## src/rtl/uart_tx_cfg.sv

```systemverilog
// uart_tx_cfg: parametrised UART transmitter with runtime parity / stop-bit
// selection, a busy flag and a one-deep holding register so that frames can
// be sent back to back with no idle gap between them.
//
// state  | meaning
// -------+-----------------------------------------------------------
// IDLE   | line idle high, waiting for the holding register to fill
// START  | driving the start bit (0) for OVERSAMPLE ticks
// DATA   | shifting out NB_DATA bits LSB first, OVERSAMPLE ticks each
// PARITY | driving the even/odd parity bit for OVERSAMPLE ticks
// STOP   | driving 1 for SB_TICK or 2*SB_TICK ticks, then done pulse
module uart_tx_cfg #(
    parameter int NB_DATA    = 8,
    parameter int OVERSAMPLE = 16,
    parameter int SB_TICK    = 16
) (
    input  logic               i_clk,
    input  logic               i_reset,
    input  logic               i_tick,
    input  logic               i_tx_start,
    input  logic [NB_DATA-1:0] i_data,
    input  logic [1:0]         i_parity_mode,
    input  logic               i_stop2,
    output logic               o_tx,
    output logic               o_busy,
    output logic               o_full,
    output logic               o_tx_done_tick
);

    // The tick counter must reach both the bit length and the two-stop length.
    localparam int S_MAX = (OVERSAMPLE > 2*SB_TICK) ? OVERSAMPLE : 2*SB_TICK;
    localparam int S_W   = (S_MAX > 1) ? $clog2(S_MAX) : 1;
    localparam int N_W   = (NB_DATA > 1) ? $clog2(NB_DATA) : 1;

    localparam logic [S_W-1:0] S_BIT_LAST   = S_W'(OVERSAMPLE - 1);
    localparam logic [S_W-1:0] S_STOP1_LAST = S_W'(SB_TICK - 1);
    localparam logic [S_W-1:0] S_STOP2_LAST = S_W'(2*SB_TICK - 1);
    localparam logic [N_W-1:0] N_LAST       = N_W'(NB_DATA - 1);

    typedef enum logic [2:0] {
        ST_IDLE,
        ST_START,
        ST_DATA,
        ST_PARITY,
        ST_STOP
    } state_t;

    state_t             r_state;
    logic [S_W-1:0]     r_s;
    logic [N_W-1:0]     r_n;
    logic [NB_DATA-1:0] r_shift;
    logic               r_par_en;
    logic               r_par_bit;
    logic               r_stop2;
    logic               r_tx;
    logic               r_done;

    logic [NB_DATA-1:0] r_hold_data;
    logic [1:0]         r_hold_mode;
    logic               r_hold_stop2;
    logic               r_full;

    logic w_bit_last;
    logic w_stop_last;
    logic w_drain;
    logic w_accept;
    logic w_hold_par_en;
    logic w_hold_par_bit;

    assign w_bit_last  = (r_s == S_BIT_LAST);
    assign w_stop_last = (r_s == (r_stop2 ? S_STOP2_LAST : S_STOP1_LAST));

    // The holding register empties into the shifter either from IDLE or on the
    // last stop tick, which is what lets consecutive frames abut.
    assign w_drain = r_full &&
                     ((r_state == ST_IDLE) ||
                      ((r_state == ST_STOP) && i_tick && w_stop_last));

    // A request landing in the same clock as a drain sees the register empty.
    assign w_accept = i_tx_start && (!r_full || w_drain);

    // Parity is derived from the held copy so later changes on i_data are moot.
    assign w_hold_par_en  = r_hold_mode[0] ^ r_hold_mode[1];
    assign w_hold_par_bit = (^r_hold_data) ^ r_hold_mode[1];

    // Holding register: capture on accepted request, release on drain.
    always_ff @(posedge i_clk or posedge i_reset) begin
        if (i_reset) begin
            r_hold_data  <= '0;
            r_hold_mode  <= 2'b00;
            r_hold_stop2 <= 1'b0;
            r_full       <= 1'b0;
        end else if (w_accept) begin
            r_hold_data  <= i_data;
            r_hold_mode  <= i_parity_mode;
            r_hold_stop2 <= i_stop2;
            r_full       <= 1'b1;
        end else if (w_drain) begin
            r_full       <= 1'b0;
        end
    end

    // Frame sequencer with registered line and done outputs.
    always_ff @(posedge i_clk or posedge i_reset) begin
        if (i_reset) begin
            r_state   <= ST_IDLE;
            r_s       <= '0;
            r_n       <= '0;
            r_shift   <= '0;
            r_par_en  <= 1'b0;
            r_par_bit <= 1'b0;
            r_stop2   <= 1'b0;
            r_tx      <= 1'b1;
            r_done    <= 1'b0;
        end else begin
            r_done <= 1'b0;
            if (w_drain) begin
                r_state   <= ST_START;
                r_s       <= '0;
                r_n       <= '0;
                r_shift   <= r_hold_data;
                r_par_en  <= w_hold_par_en;
                r_par_bit <= w_hold_par_bit;
                r_stop2   <= r_hold_stop2;
                r_tx      <= 1'b0;
                if (r_state == ST_STOP) begin
                    r_done <= 1'b1;
                end
            end else begin
                case (r_state)
                    ST_IDLE: begin
                        r_tx <= 1'b1;
                        r_s  <= '0;
                    end
                    ST_START: begin
                        if (i_tick) begin
                            if (w_bit_last) begin
                                r_s     <= '0;
                                r_n     <= '0;
                                r_state <= ST_DATA;
                                r_tx    <= r_shift[0];
                            end else begin
                                r_s <= r_s + S_W'(1);
                            end
                        end
                    end
                    ST_DATA: begin
                        if (i_tick) begin
                            if (w_bit_last) begin
                                r_s     <= '0;
                                r_shift <= r_shift >> 1;
                                if (r_n == N_LAST) begin
                                    if (r_par_en) begin
                                        r_state <= ST_PARITY;
                                        r_tx    <= r_par_bit;
                                    end else begin
                                        r_state <= ST_STOP;
                                        r_tx    <= 1'b1;
                                    end
                                end else begin
                                    r_n  <= r_n + N_W'(1);
                                    r_tx <= r_shift[1];
                                end
                            end else begin
                                r_s <= r_s + S_W'(1);
                            end
                        end
                    end
                    ST_PARITY: begin
                        if (i_tick) begin
                            if (w_bit_last) begin
                                r_s     <= '0;
                                r_state <= ST_STOP;
                                r_tx    <= 1'b1;
                            end else begin
                                r_s <= r_s + S_W'(1);
                            end
                        end
                    end
                    ST_STOP: begin
                        r_tx <= 1'b1;
                        if (i_tick) begin
                            if (w_stop_last) begin
                                r_s     <= '0;
                                r_done  <= 1'b1;
                                r_state <= ST_IDLE;
                            end else begin
                                r_s <= r_s + S_W'(1);
                            end
                        end
                    end
                    default: begin
                        r_state <= ST_IDLE;
                        r_tx    <= 1'b1;
                        r_s     <= '0;
                    end
                endcase
            end
        end
    end

    assign o_tx           = r_tx;
    assign o_full         = r_full;
    assign o_tx_done_tick = r_done;
    assign o_busy         = (r_state != ST_IDLE) | r_full;

endmodule

```

## config.mk

```make
export PLATFORM = sky130hd
export DESIGN_NAME = uart_tx_cfg
export DESIGN_NICKNAME = d
export VERILOG_FILES = /design/src/rtl/uart_tx_cfg.sv
export SDC_FILE = /design/constraint.sdc
export NUM_CORES = 1
export LEC_CHECK = 0
export BUFFER_PORTS_ARGS = -buffer_cell sky130_fd_sc_hd__buf_4
export CAP_MARGIN = 10
export CORE_MARGIN = 3
export CORE_UTILIZATION = 30
export CTS_CLUSTER_SIZE = 12
export DETAILED_ROUTE_END_ITERATION = 8
export MAX_ROUTING_LAYER = met4
export PLACE_DENSITY = 0.49
export SLEW_MARGIN = 40
export SYNTH_ARGS = -nofsm -noshare
export SYNTH_HDL_FRONTEND = slang
export SYNTH_SLANG_ARGS = --single-unit
```

## constraint.sdc

```tcl
create_clock -name i_clk -period 1.7 [get_ports i_clk]
set_clock_uncertainty 0.05 [all_clocks]
set_input_delay 0.255 -clock i_clk [delete_from_list [all_inputs] [get_ports i_clk]]
set_output_delay 0.255 -clock i_clk [all_outputs]
set_load 0.02 [all_outputs]
```

## Word-level counts from Yosys, hierarchy flattened

Index checks and enable logic that the tools add are counted.
Widths: inputs -> output; s select.

- Word-level logic and storage cells: 105
- Input port bits: 15
- Bits in registers: 36

- Muxes and demuxes: 47
- Reduce and logical (&&, ||, !) cells: 21
- Bitwise operators: 3
- Eq/ne operators: 19
- Add/sub/neg operators: 2

Operators with widths:

| operator | number |
|---|---|
| $mux 3 | 17 |
| $mux 8 | 4 |
| $mux 5 | 6 |
| $ne 3x3->1 const B | 10 |
| $mux 1 | 16 |
| $pmux 3 s5 | 1 |
| $reduce_and 6->1 | 2 |
| $pmux 5 s2 | 1 |
| $reduce_and 10->1 | 1 |
| $reduce_bool 2->1 | 4 |
| $reduce_xor 8->1 | 1 |
| $eq 3x2->1 const B | 2 |
| $eq 3x3->1 const B | 2 |
| $pmux 3 s2 | 1 |
| $reduce_bool 3->1 | 2 |
| $add 5x1->5 const B | 1 |
| $eq 5x4->1 const B | 1 |
| $eq 5x5->1 | 1 |
| $logic_and 1x1->1 | 4 |
| $add 3x1->3 const B | 1 |
| $eq 3x1->1 const B | 1 |
| $logic_not 3->1 | 1 |
| $ne 3x1->1 const B | 1 |
| $pmux 1 s3 | 1 |
| other kinds (8) | 10 |

## Logic depth before layout (Yosys ltp)

Gate-level depths: netlist of the first run.

- Word-level depth: 8
- Mapped depth: 9
- Mapped depth without buffers: 9

## Worst setup path after synthesis of the first run

OpenSTA, ideal clock, no wires.

- Kind: reg2reg
- Start: register r_s[0]
- End: register r_state[0]
- Path buffers: 0
- Cell stages (with the launch flop): 9
- Required time: 1525 ps
- Library setup time: 125 ps
- Setup slack: -91 ps
- Arrival: 1617 ps
- Period minus slack after synthesis: 1791 ps
- Cell sequence: dfrtp_1 > ha_1 > nand3_2 > inv_2 > ha_1 > nand2_1 > o211ai_1 > nand2_1 > mux2_2

- Longest elaborated chain between the ends: 6

Ends and longest elaborated chain:

| what | RTL line | text |
|---|---|---|
| start: declaration | 49 | `logic [S_W-1:0] r_s;` |
| start signal: assignment | 143 | `r_s <= r_s + S_W'(1);` |
| start signal: assignment | 165 | `r_s <= r_s + S_W'(1);` |
| start signal: assignment | 176 | `r_s <= r_s + S_W'(1);` |
| $eq 5x5->1 | 71 | `assign w_stop_last = (r_s == (r_stop2 ? S_STOP2_LAST : S_STOP1_LAST));` |
| $logic_and 1x1->1 | 77 | `((r_state == ST_STOP) && i_tick && w_stop_last));` |
| $logic_or 1x1->1 | 76 | `((r_state == ST_IDLE) \|\|` |
| $logic_and 1x1->1 | 75 | `assign w_drain = r_full &&` |
| $ne 3x3->1 (no source line) or $ne 2x2->1 (tied branches) | -- |  |
| $reduce_and 10->1 (no source line) | -- |  |
| end signal: assignment | 106 | `r_state <= ST_IDLE;` |
| end signal: assignment | 118 | `r_state <= ST_START;` |
| end signal: assignment | 140 | `r_state <= ST_DATA;` |
| end: declaration | 48 | `state_t r_state;` |

Parallel ways exist; a longest one is shown, timed or not.
A chain may end at the register's enable or synchronous reset.

## Final worst setup path of the first run

- Start: register r_s[0]
- End: register r_hold_data[5]

- Longest elaborated chain between the ends: 6

Ends and longest elaborated chain:

| what | RTL line | text |
|---|---|---|
| $eq 5x5->1 | 71 |  |
| $logic_and 1x1->1 | 77 |  |
| $logic_or 1x1->1 | 76 |  |
| $logic_and 1x1->1 | 75 |  |
| $logic_or 1x1->1 | 80 | `assign w_accept = i_tx_start && (!r_full \|\| w_drain);` |
| $logic_and 1x1->1 | 80 |  |
| end signal: assignment | 94 | `r_hold_data <= i_data;` |
| end: declaration | 58 | `logic [NB_DATA-1:0] r_hold_data;` |

Every way passes these cells.

==> results of run 1 <==
==> worst paths after layout <==
check                                       startpoint                    endpoint  slack (ns)  cells past startpoint
worst max-delay path                r_s[0]$_DFFE_PP0P_  r_hold_data[5]$_DFFE_PP0P_       -0.12                      8
worst min-delay path                           i_reset    r_hold_stop2$_DFFE_PP0P_        0.02                      3
worst max register to register      r_s[0]$_DFFE_PP0P_  r_hold_data[5]$_DFFE_PP0P_       -0.12                      8
worst min register to register  r_shift[6]$_DFFE_PP0P_      r_shift[6]$_DFFE_PP0P_        0.44                      1
max in group asynchronous                      i_reset            o_tx$_DFFE_PP1P_        1.24                      3
min in group i_clk                          i_tx_start          o_full$_DFFE_PP0P_        0.12                      2
==> repair_timing <==
| item | 4_1_cts | 5_1_grt |
|---|---|---|
| pin swaps | 0 | 14 |
| gates resized for setup | 3 | 20 |
| gates cloned | 0 | 0 |
| buffers inserted | 1 | 4 |
| setup endpoints to repair | 24 | 30 |
==> area by class of cell <==
| class | count | area [sq um] | share of cell area, % |
|---|---|---|---|
| multi-input cells | 118 | 1046 | 40.68 |
| flip-flops and latches | 36 | 902.1 | 35.09 |
| repair buffers | 50 | 400.4 | 15.57 |
| clock inverters | 2 | 35.03 | 1.363 |
| well taps | 75 | 93.84 | 3.650 |
| clock buffers | 6 | 72.57 | 2.822 |
| inverters | 5 | 21.27 | 0.8272 |
==> worst reg2reg max path, cell delays in order, from the launching register on <==
cell                      delay [ns]
sky130_fd_sc_hd__dfrtp_1        0.40
sky130_fd_sc_hd__ha_4           0.17
sky130_fd_sc_hd__nand3_4        0.09
sky130_fd_sc_hd__inv_4          0.08
sky130_fd_sc_hd__a31oi_4        0.11
sky130_fd_sc_hd__o31ai_4        0.27
sky130_fd_sc_hd__nand2_2        0.10
sky130_fd_sc_hd__buf_12         0.16
sky130_fd_sc_hd__mux2_4         0.30
==> per-layer routing <==
layer | vias up | wire (um)
met3 | 5 | 143
met4 | 0 | 46
met2 | 28 | 1851
met1 | 682 | 1845
li1 | 694 | -
met5 | - | 0
==> per-stage QoR <==
stage                     area (sq um)  instances
after global placement            2322        279
final                             2571        292
after global routing              2571        292
after CTS                         2441        288
after floorplan                   1921        167
after detailed placement          2322        279
==> cells in the mapped netlist, drive strengths merged <==
master    n
o2111ai   3
a41oi     1
xor2      5
inv       5
and3      1
ha        5
dfrtp    35
a22o      7
dfstp     1
o31ai     2
nor3b     4
nor2b     4
buf       7
mux2i     1
nor2     10
a21oi     8
nand2    16
nand3     4
a31oi     1
o22ai     1
a22oi     1
o21ai     8
or3       1
mux2     14
xnor2     8
nor3      2
or2b      1
clkbuf    1
a21o      8
o211ai    2
==> registers in the layout, indices dropped and copies added (netlist names), 2 cells and up <==
name,cells
r_hold_data,8
r_hold_mode,2
r_n,3
r_s,5
r_shift,8
r_state,3
==> power breakdown <==
| part | total [mW] | switching (mW) | internal (mW) | leakage, nW |
|---|---|---|---|---|
| Sequential | 1.39 | 0.247 | 1.14 | 0.449 |
| Clock | 0.735 | 0.300 | 0.435 | 0.0552 |
| Combinational | 1.50 | 0.624 | 0.878 | 0.689 |
==> logic make-up after synthesis <==
family | count (synthesis) | synth area share, %
and+or+nand+nor | 43 | 12.19
AOI/OAI and AO/OA | 42 | 16.51
DFF | 36 | 47.25
muxes | 15 | 10.75
xor gates and xnor gates | 13 | 6.357
buffers and inverters | 13 | 3.669
adders and majority gates | 5 | 3.277
==> flow_results.org, run 1 <==
** STA
- In the post-route analysis, the smallest setup slack over all paths is -0.1233 ns.
- Accumulated negative setup slack :: -1.667 ns
- After layout, the minimum clock period comes to ~1.8 ns.
- Hold Violations, Final :: 0
- On the final layout, the worst hold slack is approximately 0.021 ns.
- Actual transition at the worst max-transition pin :: roughly 0.46 ns
- Headroom to the max-slew limit :: a little under 70%
- The final-report max-slew violation count is 0.
- Timing would allow up to approximately 550 MHz.
- Setup repair after global routing could not meet its margin everywhere.
- Setup violations remaining at the end of the flow were counted as 20.
- The final critical path takes up 107.3% of the cycle.

** Logic synthesis
- Post-synthesis instance area :: between 1500 and 2000 sq um
- Post-synthesis sequential element count :: 36
- Cell type with the largest total area after synthesis :: sky130_fd_sc_hd__dfrtp_1
- Proportion of netlist area held by the largest area contributor :: 45.87%
- After synthesis, the mean cell area works out to about 11 sq um.
- After technology mapping, the gate count stands at ~170.
- Syn. warnings :: 0
- The share of the Yosys chip area taken by registers is between 40% and 50%.
- Most area-consuming cells after synthesis :: sky130_fd_sc_hd__dfrtp_1 (46%), sky130_fd_sc_hd__mux2_4 (7.9%), sky130_fd_sc_hd__ha_1 (3.3%), sky130_fd_sc_hd__a22o_1 (3.2%), sky130_fd_sc_hd__xnor2_1 (3.2%)
- When the netlist entered floorplanning its net count stood at approximately 190.
- Synth unique cells :: 40

** Floorplan
- The die covers between 7000 and 8000 sq um.
- Die Y-Extent :: about 86 um
- Floorplan row count :: 28
- The core region is about 6000 sq um.
- Width of the chip :: between 80 and 90 um
- For this configuration, the core starts out at a cell density of between 30% and 40%.
- Pin placement for this block handled 19 I/O pins.

** GRT
- Global routing used 16.11% of the available met1 tracks.
- Met2 track demand over resource in global routing :: between 15 and 20%
- In the global route stage, overall resource usage came out at roughly an eighth.
- Entering global routing, the biggest net connects 37 pins.
- Number of antenna violations at the first check in global routing :: 0
- The total overflow left after global routing is 0.
- Global routing used 3.170% of the available met3 tracks.
- Busiest layer in global routing :: met2
- First-pass GRT wire length :: roughly 6.9 mm
- The number of global-route vias before repair came to ~1,400.

** Clocking
- Clock latency of the later-clocked register in the worst-skew pair :: 0.28 ns
- Count of clock tree sinks :: 36
- Number of buffers between clock root and the deepest sink :: 2
- For this design, the CTS-stage hold fixing added 0 buffers.
- Number of buffers created by CTS :: 5
- Cell at the root of the clock tree :: sky130_fd_sc_hd__clkbuf_8
- Clock-pin slew was measured on the worst setup and hold paths at 0.07 ns.
- TritonCTS clock tree :: built
- H-tree levels :: 2

** Power and ir drop
- Power density over the cells :: roughly 1400 nW/um^2
- Post-route total power :: roughly 3.6 mW
- Across the VDD grid, the largest voltage drop is just under 0.0008 V.
- In this run the static leakage power is around 1.2 nW.

** Layout
- The post-route netlist has between 40% and 50% of its cells at a drive strength greater than 1.
- Diodes inserted :: 0
- Compared with the post-synthesis result, the final layout area differs by 34.67%.
- Leaving out fill and tap cells, the most frequent cell in the layout is sky130_fd_sc_hd__buf_4.
- The net count of the finished layout is 236.
- Fill cell total of the finished layout :: approximately 570
- Highest-count cells in the layout ignoring fill and taps :: sky130_fd_sc_hd__buf_4 (48), sky130_fd_sc_hd__dfrtp_1 (35), sky130_fd_sc_hd__nand2_1 (14)
- For this run, the share of the core covered by cells in the final layout is between 40% and 50%.

** Critical path
- The signal on the critical path passes through ha_4 > nand3_4 > inv_4 > a31oi_4 > o31ai_4 > nand2_2 > buf_12 > mux2_4.
- The slowest stage of the critical path is the sky130_fd_sc_hd__dfrtp_1 cell.
- The worst setup path is captured at a register.
- The critical path is of the register to register type.
- The worst setup path is launched from a register.
- Longest individual stage delay on the worst path :: ~0.4 ns
- The number of buffers and inverters on the critical path is 2.
- Kind of cell adding the most delay to the critical path :: flip-flops
- Max Fanout on Critical Path :: 11
- Data on the critical path arrives at its endpoint at 1.95 ns.
- WP data required :: between 1.5 and 2 ns

** Flow run
- Max-cap violations in this run came to 0.

** Placement
- HPWL after DPL :: approximately 3 mm
- The congestion estimate from routability-driven global placement came to 0.8457.
- During placement, the flow inserted port buffers numbering 18.
- Pre-CTS setup slack :: -0.1329 ns

** Min path
- The path class of the tightest hold or removal check is primary input to asynchronous set/reset pin.

** Detailed routing
- Total length of routed wires :: around 3.9 mm
- Remaining antenna violation count :: 0
- In this run, the number of DRC markers left after iteration 0 of detailed routing was 39.
- Using the TritonRoute via totals, the vias-per-cell ratio works out to roughly 4.8.
- Number of DRC violations after detailed routing :: 0
- Dividing the detail-routed wire length by the instance count gives ~13 um.
- Overall via count from detail_route :: approximately 1,400
- The pre-antenna-repair detailed-routing pass consisted of 4 iterations.

** Outcome
- Violated checks :: negative setup slack
- Status :: finished, violations left
Note: power is estimated with default switching activity, not from simulation.
==> inputs of run 2 (changes only) <==
--- a/config.mk
+++ b/config.mk
@@ -9,6 +9,7 @@
 export CAP_MARGIN = 10
 export CORE_MARGIN = 3
 export CORE_UTILIZATION = 30
+export CTS_BUF_LIST = sky130_fd_sc_hd__clkbuf_8
 export CTS_CLUSTER_SIZE = 12
 export DETAILED_ROUTE_END_ITERATION = 8
 export MAX_ROUTING_LAYER = met4
==> run 2 against run 1 <==
Against the previous run:
- the run still ends with negative setup slack left
- fmax is essentially flat
- combinational power is essentially flat
- sequential share of layout area is the same
- worst setup slack hardly changed
- wire length hardly changed
- critical endpoint unchanged
- power decreased by 0.14%
- via count hardly changed
- design area stayed put
- first-iteration DRC count is the same
- register-to-register slack about the same
==> flow_results.org, run 2 (same netlist as run 1, synthesis figures left out) <==
** Outcome
- Status :: finished, violations left
- The final reports fail on negative setup slack.

** STA
- Hold Violations, Final :: 0
- Period minus WS final :: roughly 1.8 ns
- Final setup violation count :: 20
- Based on the critical path, the design can be clocked at up to ~550 MHz.
- Setup repair after global routing missed its margin :: true
- In the post-route analysis, the smallest setup slack over all paths is -0.1231 ns.
- Setup total negative slack on the finished layout was measured at -1.660 ns.
- In this run the tightest slew margin relative to its limit is a little over two thirds.
- The final-report max-slew violation count is 0.
- Of the available clock period, the critical path in the final layout requires 107.2%.
- Actual transition at the worst max-transition pin :: between 0.4 and 0.5 ns

** Clocking
- Clock latency of the later-clocked register in the worst-skew pair :: 0.28 ns
- Count of hold-fix buffers inserted at cts :: 0
- TritonCTS clock tree :: built
- Cell at the root of the clock tree :: sky130_fd_sc_hd__clkbuf_8
- The tree built by TritonCTS fans out to 36 sinks.
- Clock-pin slew was measured on the worst setup and hold paths at ~0.070 ns.
- Number of buffers created by CTS :: 5
- The H-tree generated during clock tree synthesis spans 2 levels.
- Number of buffers between clock root and the deepest sink :: 2

** Critical path
- Cells on worst reg2reg path :: 8
- Start-to-end type of the worst setup path :: register to register
- STA classifies the critical path endpoint as a register.
- Setup slack on the worst reg-to-reg path comes out at -0.12 ns.
- Longest individual stage delay on the worst path :: about 0.4 ns
- WP data required :: ~1.8 ns
- Worst reg2reg endpoint :: r_hold_data[5]$_DFFE_PP0P_
- Critical path buffers and inverters :: 2
- Kind of cell adding the most delay to the critical path :: flip-flops
- Kind of start point of the critical path :: register
- Cell breakdown of the critical path :: ha_4 > nand3_4 > inv_4 > a31oi_4 > o31ai_4 > nand2_2 > buf_12 > mux2_4
- Max Fanout on Critical Path :: 11
- RR Startpoint :: r_s[0]$_DFFE_PP0P_
- Data on the critical path arrives at its endpoint at about 2.0 ns.
- CP max stage cell :: sky130_fd_sc_hd__dfrtp_1

** Detailed routing
- For this run, design rule violations remaining after detail routing come to 0.
- Dividing the detail-routed wire length by the instance count gives 13.32 um.
- Routed metal-1 wire length :: 1.842 mm
- In the routed layout, each cell is associated on average with a via count of roughly 4.8.
- Top layer in use :: met4
- The first detailed-routing pass took 4 iterations.
- DR WL met2 :: between 1.5 and 2 mm
- Met3 routed wirelength :: approximately 140 um
- The routed design has 3.888 mm of wire.
- Remaining antenna violation count :: 0
- Initial drt markers :: 39
- Summing over every cut layer, the via total after detailed routing is 1,410.

** Layout
- The repair_antennas step left the layout with diodes totalling 0.
- The library cells used most frequently in the layout, excluding fill and tap cells, are sky130_fd_sc_hd__buf_4 (48), sky130_fd_sc_hd__dfrtp_1 (35), sky130_fd_sc_hd__nand2_1 (14).
- Commonest non-fill, non-tap cell in the layout :: sky130_fd_sc_hd__buf_4
- Core occupancy in the finished layout :: a little over two fifths
- In the final layout, the share of cells above drive strength 1 is between 40% and 50%.
- For this run, the post-layout net count is approximately 240.
- The largest registers in the layout are r_hold_data: 8 flops, r_shift: 8 flops, r_s: 5 flops.
- Relative to the synthesized area, the layout overhead comes to 34.67%.
- Once layout is done, the placed cells without fillers occupy 2571 sq um.

** Floorplan
- Area of the core :: 6026 sq um
- For this configuration, the core starts out at a cell density of 31.69%.
- Row generation in the floorplan step produced 28 rows.
- Die Y-Extent :: between 80 and 90 um
- Total die area :: 7357 sq um
- For this design the top-level I/O count stands at 19.
- Width of the chip :: between 80 and 90 um

** Placement
- The placed instances occupy a cell area of around 2300 sq um.
- During placement, the flow inserted port buffers numbering 18.
- Before CTS, the worst setup slack after placement is -0.1329 ns.
- At the end of routability-driven placement, the weighted congestion stood at roughly 0.85.
- HPWL after DPL :: about 3 mm

** GRT
- The number of antenna violations at the first check in global routing is 0.
- Global routing used 12.15% of the available tracks across all layers.
- Via count of the first global-routing pass :: around 1,400
- The total overflow left after global routing is 0.
- First-pass GRT wire length :: 6.913 mm
- Pin count of the biggest net entering global routing :: 37

** Power and ir drop
- Dividing total power by cell area gives a power density of 1408 nW/um^2.
- The completed layout was analyzed and its total power is roughly 3.6 mW.
- Leak Pwr :: 1.197 nW
- VDD sags by at most between 0.0007 and 0.0008 V.

** Flow run
- Across the run, the number of max-cap violations was 0.

** Min path
- Type of the most critical hold path :: primary input to asynchronous set/reset pin
run 2: how the worst max path moves through the flow:
stage                             startpoint                          to  cells after the start
after floorplan           r_s[0]$_DFFE_PP0P_  r_hold_data[0]$_DFFE_PP0P_                      8
after global placement    r_s[1]$_DFFE_PP0P_    r_hold_stop2$_DFFE_PP0P_                      8
after detailed placement  r_s[0]$_DFFE_PP0P_          r_n[2]$_DFFE_PP0P_                      9
after CTS                 r_s[0]$_DFFE_PP0P_    r_hold_stop2$_DFFE_PP0P_                      8
after global routing      r_s[0]$_DFFE_PP0P_    r_hold_stop2$_DFFE_PP0P_                      8
final                     r_s[0]$_DFFE_PP0P_  r_hold_data[5]$_DFFE_PP0P_                      8
run 2: worst min-delay path, stage by stage:
cell                    delay, ns
sky130_fd_sc_hd__buf_4       0.11
sky130_fd_sc_hd__inv_1       0.04
sky130_fd_sc_hd__buf_4       0.39
run 2: routing by layer:
metal / GRT usage, % / up-vias
met4: 4.748 / 0
li1: - / 694
met1: 16.11 / 683
met2: 17.73 / 28
met3: 3.170 / 5
met5: - / -
run 2: timing repair:
action,4_1_cts,5_1_grt
setup buffers,1,4
pin swaps,0,14
endpoints found under the setup margin,24,30
gates resized for setup,3,20
run 2: area by class of cell:
cell class	count	area, sq um
clock buffers	5	68.82
multi-input cells	118	1046
repair buffers	50	400.4
inverters	5	21.27
well taps	75	93.84
flip-flops and latches	36	902.1
clock inverters	3	38.79
fillers	572	3455
run 2: stage by stage:
step                std cells  hold slack (ns)
floorplan                 167           0.3079
CTS                       288          0.03548
global placement          279           0.3427
detailed placement        279           0.3468
finish                    292          0.02141
global route              292          0.06508
run 2: power by group:
group	total, mW	switching, mW	leakage, nW	internal [mW]
Sequential	1.39	0.248	0.449	1.14
Clock	0.729	0.300	0.0593	0.429
Combinational	1.50	0.624	0.689	0.878
==> inputs of run 3 (changes only) <==
--- a/config.mk
+++ b/config.mk
@@ -13,7 +13,6 @@
 export CTS_CLUSTER_SIZE = 12
 export DETAILED_ROUTE_END_ITERATION = 8
 export MAX_ROUTING_LAYER = met4
-export PLACE_DENSITY = 0.49
 export SLEW_MARGIN = 40
 export SYNTH_ARGS = -nofsm -noshare
 export SYNTH_HDL_FRONTEND = slang
==> run 3 against run 2 <==
Against the previous run:
- power shrank 3.7%
- the flow still finishes with violations (negative setup slack)
- sequential power barely moved
- largest power group unchanged
- worst setup slack improved by 0.049 ns
- final cell count is 1.4% lower
- via count fell by 1.8%
- flip-flop and latch count did not move
==> flow_results.org, run 3 (same netlist as run 1, synthesis figures left out) <==
** Layout
- Leaving out fill and tap cells, the most frequent cell in the layout is sky130_fd_sc_hd__buf_4.
- Area delta synth->final :: 30.87%
- Post-layout net count :: 232
- Highest-count cells in the layout ignoring fill and taps :: sky130_fd_sc_hd__buf_4 (44), sky130_fd_sc_hd__dfrtp_1 (35), sky130_fd_sc_hd__nand2_1 (14)
- Top flop regs :: r_hold_data: 8 flops, r_shift: 8 flops, r_s: 5 flops
- In the final layout, the share of cells above drive strength 1 is 42.25%.
- 0 antenna diodes ended up in the layout.
- Final std cells w/o fill :: approximately 290

** Floorplan
- Width of the chip :: 85.78 um
- After floorplanning, the core was sized to cover ~6000 sq um.
- Total die area :: ~7400 sq um
- Floorplan row count :: 28
- Die Y-Extent :: 85.78 um
- Count of pins on the block boundary :: 19
- Once the floorplan was initialized, standard cells occupied roughly a third of the core.

** Critical path
- Start-to-end type of the worst setup path :: register to register
- Grouping stages by cell kind, the critical path spends the most delay in flip-flops.
- Cell breakdown of the critical path :: ha_4 > nand3_4 > inv_4 > a31oi_4 > o31ai_4 > nand2_2 > buf_12 > mux2_4
- STA classifies the critical path startpoint as a register.
- Along the worst path, the maximum fanout reaches 11.
- The worst setup path is captured at a register.
- For the worst setup path, the data required time is 1.82 ns.
- The slowest stage of the critical path is the sky130_fd_sc_hd__dfrtp_1 cell.
- Critical path buffers and inverters :: 2
- Data arrival time at the worst-slack endpoint :: 1.90 ns
- In this design, the stage delay of the slowest critical-path cell is ~0.40 ns.

** Power and ir drop
- For this design the static power due to leakage is approximately 1.2 nW.
- Cell internal power was estimated by the tool at ~2.3 mW.
- Combinational fraction of design power :: 41.7%
- Power spread over the standard cell area amounts to 1395 nW/um^2.
- Summed over all nets, the switching power comes to around 1.2 mW.
- Clk network pwr share :: a little under a fifth
- Net switching is approximately 33% of the power.
- Worst-case vdd ir drop :: 0.0007077 V
- Sequential group share of total power :: between 30% and 40%
- Post-route total power :: about 3.5 mW

** Flow run
- Max-capacitance violation count :: 0

** STA
- Dividing the final minimum period by the clock period gives 104.3%.
- Setup repair after global routing missed its margin :: true
- Actual transition at the worst max-transition pin :: 0.4549 ns
- Period minus WS final :: ~1.8 ns
- Final worst setup slack :: -0.07385 ns
- In this run the tightest slew margin relative to its limit is between 60% and 70%.
- Setup violations remaining at the end of the flow were counted as 18.
- Final slew viol count :: 0
- Hold Violations, Final :: 0
- Static timing analysis puts the maximum clock frequency at around 560 MHz.

** Clocking
- The later pin in the worst-skew pair is clocked with a latency of approximately 0.29 ns.
- TritonCTS clock tree :: built
- H-tree levels :: 2
- Number of buffers between clock root and the deepest sink :: 2
- After clock tree synthesis, the clock-pin slew on the worst setup and hold paths is roughly 0.080 ns.
- Count of hold-fix buffers inserted at cts :: 0
- Counting the buffers created by CTS gives 5.
- CTS placed an instance of sky130_fd_sc_hd__clkbuf_8 at the clock tree root.
- Count of clock tree sinks :: 36

** Detailed routing
- The first TritonRoute pass finished after 6 iterations.
- In this run, the number of DRC markers left after iteration 0 of detailed routing was 35.
- Remaining antenna violation count :: 0
- Summing over every cut layer, the via total after detailed routing is approximately 1,400.
- Routed via count divided by cell count :: slightly below 5
- In the final routed layout, each cell accounts on average for 13.20 um.
- Number of DRC violations after detailed routing :: 0
- After detailed routing, the total wire length is between 3 and 4 mm.

** GRT
- Number of antenna violations at the first check in global routing :: 0
- Across every metal layer, demand over resource in global routing totals a little under an eighth.
- For this run the aggregate overflow at the end of global routing stands at 0.
- The number of global-route vias before repair came to about 1,400.
- Pin count of the biggest net entering global routing :: 37
- First-pass GRT wire length :: 6.665 mm

** Placement
- During placement, the flow inserted port buffers numbering 18.
- Counting tap cells, the placed design contains a total of around 280 instances.
- Routability-driven placement finished with a final weighted congestion of approximately 0.85.
- Timing analysis after detailed placement gives a worst setup slack of -0.1083 ns.
- HPWL after DPL :: around 2.7 mm

** Min path
- In this run the worst hold path is classified as primary input to asynchronous set/reset pin.

** Outcome
- Status :: finished, violations left
- Violated checks :: negative setup slack
==> run 3: tightest hold or removal path, delay by kind of cell <==
family	cells	cell delay [ns]
buffers and inverters	3	0.55
==> run 3: worst paths after layout <==
check                                                   to  slack [ns]  cells past startpoint              startpoint
worst max-delay path            r_hold_data[4]$_DFFE_PP0P_       -0.07                      8      r_s[1]$_DFFE_PP0P_
worst min-delay path            r_hold_data[1]$_DFFE_PP0P_        0.02                      3                 i_reset
worst max register to register  r_hold_data[4]$_DFFE_PP0P_       -0.07                      8      r_s[1]$_DFFE_PP0P_
worst min register to register      r_shift[0]$_DFFE_PP0P_        0.43                      1  r_shift[0]$_DFFE_PP0P_
max in group asynchronous                 o_tx$_DFFE_PP1P_        1.22                      3                 i_reset
min in group i_clk                      o_full$_DFFE_PP0P_        0.11                      2              i_tx_start
==> run 3: power by group through the flow <==
stage | logic, mW | clock network, mW | registers [mW]
after floorplan | 1.09 | 0 | 1.34
after global placement | 1.40 | 0 | 1.39
after detailed placement | 1.43 | 0 | 1.39
after CTS | 1.46 | 0.670 | 1.39
after global routing | 1.61 | 0.710 | 1.43
final | 1.45 | 0.651 | 1.38
==> run 3: repair_timing <==
item                       CTS  global route
setup endpoints to repair   25            26
pin swaps                    4             4
buffers inserted             2             3
gates resized for setup      7             9
==> run 3: stage by stage <==
| step | TNS (ns) | util [%] | cell area (sq um) | hold slack, ns |
|---|---|---|---|---|
| 6_report | -0.8368 | 41.47 | 2499 | 0.02168 |
| 3_3_place_gp | -1.317 | 38.04 | 2292 | 0.3459 |
| 5_1_grt | -2.307 | 41.47 | 2499 | 0.07420 |
| 4_1_cts | -0.8281 | 40.49 | 2440 | 0.04193 |
| 2_1_floorplan | -0.1987 | - | 1921 | 0.3079 |
| 3_5_place_dp | -1.997 | 38.04 | 2292 | 0.3584 |
==> run 3: area by class of cell <==
class                           count  area (sq um)
Clock inverter                      2         13.76
Multi-Input combinational cell    118          1015
Timing Repair Buffer               46         370.4
Clock buffer                        6         82.58
Tap cell                           75         93.84
Inverter                            5         21.27
Fill cell                         596          3527
Sequential cell                    36         902.1
==> run 3: metal layers <==
layer | GRT usage [%] | up-vias | routed length [um]
li1 | - | 685 | -
met1 | 15.44 | 663 | 1779
met2 | 17.58 | 32 | 1806
met3 | 2.690 | 4 | 177
met4 | 4.317 | 0 | 38
met5 | - | - | 0
